### src/rtl/vram_writer_if.sv
// Bus bundle for vram_writer: command FIFO head, display read port and SRAM pins.
interface vram_writer_if #(
  parameter int unsigned AWIDTH = 19,
  parameter int unsigned DWIDTH = 8
);
  // Command FIFO head and pop strobe
  logic              HasReadData;
  logic [AWIDTH-1:0] AddrIn;
  logic [DWIDTH-1:0] DataIn;
  logic              ReadOutClk;

  // Display read port
  logic              PixReq;
  logic [AWIDTH-1:0] PixAddr;
  logic [DWIDTH-1:0] PixData;
  logic              PixValid;

  // Asynchronous SRAM pins
  logic [AWIDTH-1:0] SramAddr;
  logic [DWIDTH-1:0] SramDout;
  logic              SramDoe;
  logic [DWIDTH-1:0] SramDin;
  logic              SramCeN;
  logic              SramOeN;
  logic              SramWeN;

  // Controller status
  logic              Busy;

  // The controller: owns the SRAM strobes, the pop strobe and the pixel result.
  modport master (
    input  HasReadData, AddrIn, DataIn, PixReq, PixAddr, SramDin,
    output ReadOutClk, PixData, PixValid, SramAddr, SramDout, SramDoe,
           SramCeN, SramOeN, SramWeN, Busy
  );

  // The surroundings: FIFO, display requester and SRAM device.
  modport slave (
    output HasReadData, AddrIn, DataIn, PixReq, PixAddr, SramDin,
    input  ReadOutClk, PixData, PixValid, SramAddr, SramDout, SramDoe,
           SramCeN, SramOeN, SramWeN, Busy
  );
endinterface

### src/rtl/vram_writer.sv
// Arbitrates display reads and FIFO-fed writes onto a single asynchronous SRAM.
// Reads take priority except that a pending write always follows a read, so
// neither side can starve. Every SRAM pin and handshake output is a flop.
module vram_writer #(
  parameter int unsigned WR_CYCLES = 2,
  parameter int unsigned AWIDTH    = 19,
  parameter int unsigned DWIDTH    = 8
) (
  input logic       Clk,
  input logic       ResetN,
  vram_writer_if.master bus
);

  localparam int unsigned CNT_W = 4;

  typedef enum logic [2:0] {
    IDLE      = 3'd0,
    RD_SETUP  = 3'd1,
    RD_SAMPLE = 3'd2,
    WR_SETUP  = 3'd3,
    WR_PULSE  = 3'd4,
    WR_HOLD   = 3'd5
  } state_t;

  state_t           state;
  logic [CNT_W-1:0] pulse_cnt;
  logic             last_read;  // previous granted operation was a read
  logic             armed;      // low for the first edge after reset release
  logic             grant_rd;
  logic             grant_wr;

  // Grant decision in IDLE: read wins unless the last grant was a read.
  always_comb begin
    grant_rd = 1'b0;
    grant_wr = 1'b0;
    if (state == IDLE && armed && !bus.PixValid) begin
      if (bus.PixReq && bus.HasReadData) begin
        grant_wr = last_read;
        grant_rd = !last_read;
      end else begin
        grant_rd = bus.PixReq;
        grant_wr = bus.HasReadData;
      end
    end
  end

  // Sequencer: state, WE pulse counter and all registered outputs.
  always_ff @(posedge Clk or negedge ResetN) begin
    if (!ResetN) begin
      state          <= IDLE;
      pulse_cnt      <= '0;
      last_read      <= 1'b0;
      armed          <= 1'b0;
      bus.SramCeN    <= 1'b1;
      bus.SramOeN    <= 1'b1;
      bus.SramWeN    <= 1'b1;
      bus.SramDoe    <= 1'b0;
      bus.ReadOutClk <= 1'b0;
      bus.PixValid   <= 1'b0;
      bus.PixData    <= DWIDTH'(0);
      bus.SramAddr   <= AWIDTH'(0);
      bus.SramDout   <= DWIDTH'(0);
      bus.Busy       <= 1'b0;
    end else begin
      armed          <= 1'b1;
      bus.ReadOutClk <= 1'b0;
      bus.PixValid   <= 1'b0;
      case (state)
        IDLE: begin
          if (grant_rd) begin
            state        <= RD_SETUP;
            bus.SramAddr <= bus.PixAddr;
            bus.SramCeN  <= 1'b0;
            bus.SramOeN  <= 1'b0;
            bus.Busy     <= 1'b1;
            last_read    <= 1'b1;
          end else if (grant_wr) begin
            // The FIFO entry is captured here; the pop makes it ours alone.
            state          <= WR_SETUP;
            bus.SramAddr   <= bus.AddrIn;
            bus.SramDout   <= bus.DataIn;
            bus.SramDoe    <= 1'b1;
            bus.SramCeN    <= 1'b0;
            bus.ReadOutClk <= 1'b1;
            bus.Busy       <= 1'b1;
            last_read      <= 1'b0;
          end
        end
        RD_SETUP: begin
          state <= RD_SAMPLE;
        end
        RD_SAMPLE: begin
          state        <= IDLE;
          bus.PixData  <= bus.SramDin;
          bus.PixValid <= 1'b1;
          bus.SramCeN  <= 1'b1;
          bus.SramOeN  <= 1'b1;
          bus.Busy     <= 1'b0;
        end
        WR_SETUP: begin
          state       <= WR_PULSE;
          bus.SramWeN <= 1'b0;
          pulse_cnt   <= CNT_W'(WR_CYCLES - 1);
        end
        WR_PULSE: begin
          if (pulse_cnt == '0) begin
            state       <= WR_HOLD;
            bus.SramWeN <= 1'b1;
          end else begin
            pulse_cnt <= pulse_cnt - CNT_W'(1);
          end
        end
        WR_HOLD: begin
          state       <= IDLE;
          bus.SramDoe <= 1'b0;
          bus.SramCeN <= 1'b1;
          bus.Busy    <= 1'b0;
        end
        default: begin
          state       <= IDLE;
          bus.SramCeN <= 1'b1;
          bus.SramOeN <= 1'b1;
          bus.SramWeN <= 1'b1;
          bus.SramDoe <= 1'b0;
          bus.Busy    <= 1'b0;
        end
      endcase
    end
  end

endmodule

### src/flat_wrapper.sv
// flat-port wrapper written by rule: the top's interface ports become plain ports
module vram_writer_flat 
#(
  parameter int unsigned WR_CYCLES = 2,
  parameter int unsigned AWIDTH    = 19,
  parameter int unsigned DWIDTH    = 8
)
  (Clk, ResetN, bus_HasReadData, bus_AddrIn, bus_DataIn, bus_PixReq, bus_PixAddr, bus_SramDin, bus_ReadOutClk, bus_PixData, bus_PixValid, bus_SramAddr, bus_SramDout, bus_SramDoe, bus_SramCeN, bus_SramOeN, bus_SramWeN, bus_Busy);
  vram_writer_if #(.AWIDTH(AWIDTH), .DWIDTH(DWIDTH)) bus_i ();
  input logic Clk;
  input logic ResetN;
  input wire logic [$bits(bus_i.HasReadData)-1:0] bus_HasReadData;
  input wire logic [$bits(bus_i.AddrIn)-1:0] bus_AddrIn;
  input wire logic [$bits(bus_i.DataIn)-1:0] bus_DataIn;
  input wire logic [$bits(bus_i.PixReq)-1:0] bus_PixReq;
  input wire logic [$bits(bus_i.PixAddr)-1:0] bus_PixAddr;
  input wire logic [$bits(bus_i.SramDin)-1:0] bus_SramDin;
  output wire logic [$bits(bus_i.ReadOutClk)-1:0] bus_ReadOutClk;
  output wire logic [$bits(bus_i.PixData)-1:0] bus_PixData;
  output wire logic [$bits(bus_i.PixValid)-1:0] bus_PixValid;
  output wire logic [$bits(bus_i.SramAddr)-1:0] bus_SramAddr;
  output wire logic [$bits(bus_i.SramDout)-1:0] bus_SramDout;
  output wire logic [$bits(bus_i.SramDoe)-1:0] bus_SramDoe;
  output wire logic [$bits(bus_i.SramCeN)-1:0] bus_SramCeN;
  output wire logic [$bits(bus_i.SramOeN)-1:0] bus_SramOeN;
  output wire logic [$bits(bus_i.SramWeN)-1:0] bus_SramWeN;
  output wire logic [$bits(bus_i.Busy)-1:0] bus_Busy;
  assign bus_i.HasReadData = bus_HasReadData;
  assign bus_i.AddrIn = bus_AddrIn;
  assign bus_i.DataIn = bus_DataIn;
  assign bus_i.PixReq = bus_PixReq;
  assign bus_i.PixAddr = bus_PixAddr;
  assign bus_i.SramDin = bus_SramDin;
  assign bus_ReadOutClk = bus_i.ReadOutClk;
  assign bus_PixData = bus_i.PixData;
  assign bus_PixValid = bus_i.PixValid;
  assign bus_SramAddr = bus_i.SramAddr;
  assign bus_SramDout = bus_i.SramDout;
  assign bus_SramDoe = bus_i.SramDoe;
  assign bus_SramCeN = bus_i.SramCeN;
  assign bus_SramOeN = bus_i.SramOeN;
  assign bus_SramWeN = bus_i.SramWeN;
  assign bus_Busy = bus_i.Busy;
  vram_writer #(.WR_CYCLES(WR_CYCLES), .AWIDTH(AWIDTH), .DWIDTH(DWIDTH)) u_core (.Clk(Clk), .ResetN(ResetN), .bus(bus_i));
endmodule
### config.mk
export PLATFORM = sky130hd
export DESIGN_NAME = vram_writer_flat
export DESIGN_NICKNAME = d
export VERILOG_FILES = /design/src/rtl/vram_writer_if.sv /design/src/rtl/vram_writer.sv /design/src/flat_wrapper.sv
export SDC_FILE = /design/constraint.sdc
export NUM_CORES = 1
export LEC_CHECK = 0
export ABC_CLOCK_PERIOD_IN_PS = 1800
export BUFFER_PORTS_ARGS = -buffer_cell sky130_fd_sc_hd__buf_2
export CAP_MARGIN = 20
export CORE_MARGIN = 8
export CORE_UTILIZATION = 42
export DETAILED_ROUTE_END_ITERATION = 8
export HOLD_SLACK_MARGIN = 0.06
export PLACE_DENSITY_LB_ADDON = 0.3
export SLEW_MARGIN = 10
export SYNTH_ARGS = -nofsm -noshare
export SYNTH_HDL_FRONTEND = slang
export SYNTH_SLANG_ARGS = --single-unit
export TNS_END_PERCENT = 10
### constraint.sdc
create_clock -name Clk -period 1.8 [get_ports Clk]
set_input_delay 0.36 -clock Clk [delete_from_list [all_inputs] [get_ports Clk]]
set_output_delay 0.36 -clock Clk [all_outputs]
set_load 0.005 [all_outputs]
==> results.json <==
{
  "drc": 0,
  "antenna_found_initial": 0,
  "status": "complete, no violations",
  "setup_viol": 0,
  "gp_congestion": 0.744,
  "crit_arrival_ps": 1940,
  "core_mm2": 0.00507,
  "syn2layout_area_growth_pct": 32.0,
  "switching_share": 0.337,
  "seqPwrFrac": 0.423,
  "dieArea_mm2": 0.00778,
  "tightestPinTransition_ps": 555,
  "synth_edf_count": 0,
  "crit_required_ps": 2050,
  "num_vias": 1681,
  "yosysTopAreaCellShare": 0.549,
  "drv_slew": 0,
  "critPathKind": "flop to flop",
  "ios": 100,
  "regToRegStartpoint": "u_core.state[1]$_DFFE_PN0P_",
  "wl_um": 5600,
  "initial_utilization": 0.431,
  "clock-root-buffer": "clkbuf_8",
  "clk_latency_ps": 300,
  "hold_start": "bus_SramDin[6]",
  "ys.flop_type": "dfrtp_1",
  "ctsHtreeMaxLevel": 2,
  "yosysUniqueCellTypes": 33,
  "r2r_end": "u_core.bus.SramAddr[1]$_DFFE_PN0P_",
  "finalHoldViolations": 0,
  "dp_hpwl_um": 4190,
  "p_leak_uw": 0.00139,
  "seq_area_mm2": 0.00128,
  "skew_ps": 6.53,
  "yosys_register_bits": 51,
  "drtAntennaViolNets": 0,
  "critPathSlowestCell": "dfrtp_1",
  "num_rows": 26,
  "async_flop_share": 1.00,
  "cp_num_buf_inv": 2,
  "min_period_ps": 1690,
  "cts_sinks": 51,
  "wl_per_cell_um": 16.3,
  "synth_nets": 230,
  "maxCapViolations": 0,
  "r2r_cells": 5,
  "drive_gt1_frac": 0.560,
  "viasPerCell": 4.90,
  "p_int_uw": 3200,
  "die_w_um": 88.2,
  "worst_path_most_repeated_cell": "buf_4",
  "fin_ws_ps": 105,
  "port_buffers": 99,
  "hold_class": "input pin to flop",
  "clockBufferDepth": 2,
  "grt_pass1_wl_um": 8910,
  "p_switching_uw": 1630,
  "synthesis.area_mm2": 0.00219,
  "p_clk_frac": 0.131,
  "utilization": 0.569,
  "layout_commonest_cell": "buf_2",
  "ys_seq_area_frac": 0.585,
  "die-height_um": 88.2,
  "max_stage_delay_ps": 470,
  "clkSlewWorstSetupHoldPaths_ps": 90,
  "power.density_mw_per_mm2": 1670,
  "yosysTopAreaCell": "dfrtp_1",
  "multiInputGateArea_um2": 838,
  "grt_pass1_vias": 1825,
  "grt_max_degree": 31,
  "place_ws_ps": 112,
  "most-common-layout-cells": "99 x buf_2, 48 x dfrtp_1, 19 x o21bai_1, 19 x o221a_2, 17 x mux2_2",
  "cpLargestDelayFamily": "flip-flops",
  "worstSetupEndpointType": "flop",
  "min_to": "u_core.bus.PixData[6]$_DFFE_PN0P_",
  "finalSetupTns_ps": 0,
  "syn_inst": 171,
  "startpoint_type": "flop",
  "fin_nets": 331,
  "grtUsageTotal": 0.148,
  "dr.pass1.iters": 4,
  "slew_headroom": 0.630,
  "r2r_slack_ps": 110,
  "cts_tree": "done",
  "path_cells": "buf_4 > or4_1 > buf_4 > o21bai_1 > o221a_2",
  "overflow": 0,
  "critPathMaxFanout": 21,
  "insertedDiodeCount": 0,
  "postSynthAreaPerCell_um2": 12.8,
  "p_total_uw": 4830,
  "drtIter0Drc": 110,
  "comb_power_share": 0.446,
  "holdPathStages": 2,
  "rsz0062_at_grt": "no",
  "synth_warnings": 0,
  "vdd_drop_max_mv": 0.802,
  "finalCritPeriodShare": 0.942,
  "cts_setup_buffers": 0,
  "fmax_mhz": 590,
  "fillers": 470,
  "synth.area.top_cells": "dfrtp_1 55%, o221a_2 9.8%, mux2_2 8.7%",
  "cts_buffers": 5
}
==> worst register-to-register path, delay by kind of cell (launching register included) <==
kind	cells	cell delay (ps)
AND/OR/NAND/NOR	1	390
AO/OA/AOI/OAI	2	380
buffers and inverters	2	410
flip-flops	1	470
==> layout make-up <==
type                       count  share of cell area
clock inverter                 1             0.00173
tap                           70              0.0303
clock buffer                   7              0.0264
timing repair buffer         107               0.198
sequential                    51               0.443
inverter                       8              0.0104
multi-input combinational     99               0.290
==> through the flow <==
stage / cell area [µm²] / hold WS [ps] / std cells
global placement: 2790 / 386 / 334
global route: 2890 / 268 / 343
finish: 2890 / 287 / 343
detailed placement: 2790 / 390 / 334
CTS: 2880 / 280 / 343
floorplan: 2190 / 64.4 / 171
==> repair_timing <==
action	4_1_cts	5_1_grt
hold buffers	1	0
setup endpoints to repair	0	1
resized for setup	0	2
hold endpoints to repair	16	0
==> worst max path at each step <==
| stage | startpoint | to | slack, ps | depth (start not counted) |
|---|---|---|---|---|
| finish | u_core.state[1]$_DFFE_PN0P_ | u_core.bus.SramAddr[1]$_DFFE_PN0P_ | 110 | 5 |
| global route | u_core.state[1]$_DFFE_PN0P_ | u_core.bus.SramAddr[0]$_DFFE_PN0P_ | 8 | 5 |
| CTS | u_core.state[2]$_DFFE_PN0P_ | u_core.state[1]$_DFFE_PN0P_ | 90 | 4 |
| detailed placement | u_core.state[2]$_DFFE_PN0P_ | u_core.state[1]$_DFFE_PN0P_ | 110 | 4 |
| global placement | u_core.state[0]$_DFFE_PN0P_ | u_core.pulse_cnt[0]$_DFFE_PN0P_ | 140 | 3 |
| floorplan | u_core.state[0]$_DFFE_PN0P_ | u_core.pulse_cnt[3]$_DFFE_PN0P_ | 110 | 5 |
==> sequential cells by signal, indices dropped and copies added (netlist names), 3 cells and up <==
signal and count:
u_core.pulse_cnt 4, u_core.state 3, u_core.bus.PixData 8, u_core.bus.SramAddr 19, u_core.bus.SramDout 8
==> layer usage <==
layer | up-vias | share of wire | GRT usage
met5 | - | 0 | 0
met4 | 0 | 0.011 | 0.0415
met2 | 64 | 0.45 | 0.219
met3 | 6 | 0.11 | 0.0704
li1 | 832 | - | -
met1 | 779 | 0.43 | 0.189
==> kinds of logic (layout without fill, tap and decap cells) <==
logic type / Yosys count / count (layout) / share of synthesized area
AND/OR/NAND/NOR: 25 / 25 / 0.0663
other: 1 / 1 / 0.00171
flip-flops: 51 / 51 / 0.585
AO/OA/AOI/OAI: 52 / 52 / 0.203
adder cells (fa/ha/maj): 1 / 1 / 0.00572
buffers and inverters: 21 / 123 / 0.0372
multiplexers: 20 / 20 / 0.101
==> cell usage after synthesis, types with 3 or more instances <==
cell,instances
dfstp_2,3
inv_1,8
o21ai_0,3
mux2i_1,3
mux2_2,17
nand2_1,7
dfrtp_1,48
clkbuf_1,11
a21oi_1,4
nor2_1,4
o221a_2,19
o21bai_1,19
==> power by group through the flow <==
stage / clock network [µW] / registers (µW) / logic (µW)
after floorplan: 0 / 2040 / 1300
after global placement: 0 / 2030 / 2130
after detailed placement: 0 / 2040 / 2190
after CTS: 658 / 2030 / 2180
after global routing: 708 / 2120 / 2400
final: 632 / 2050 / 2150
No activity file was read; power rests on OpenSTA's default activity.
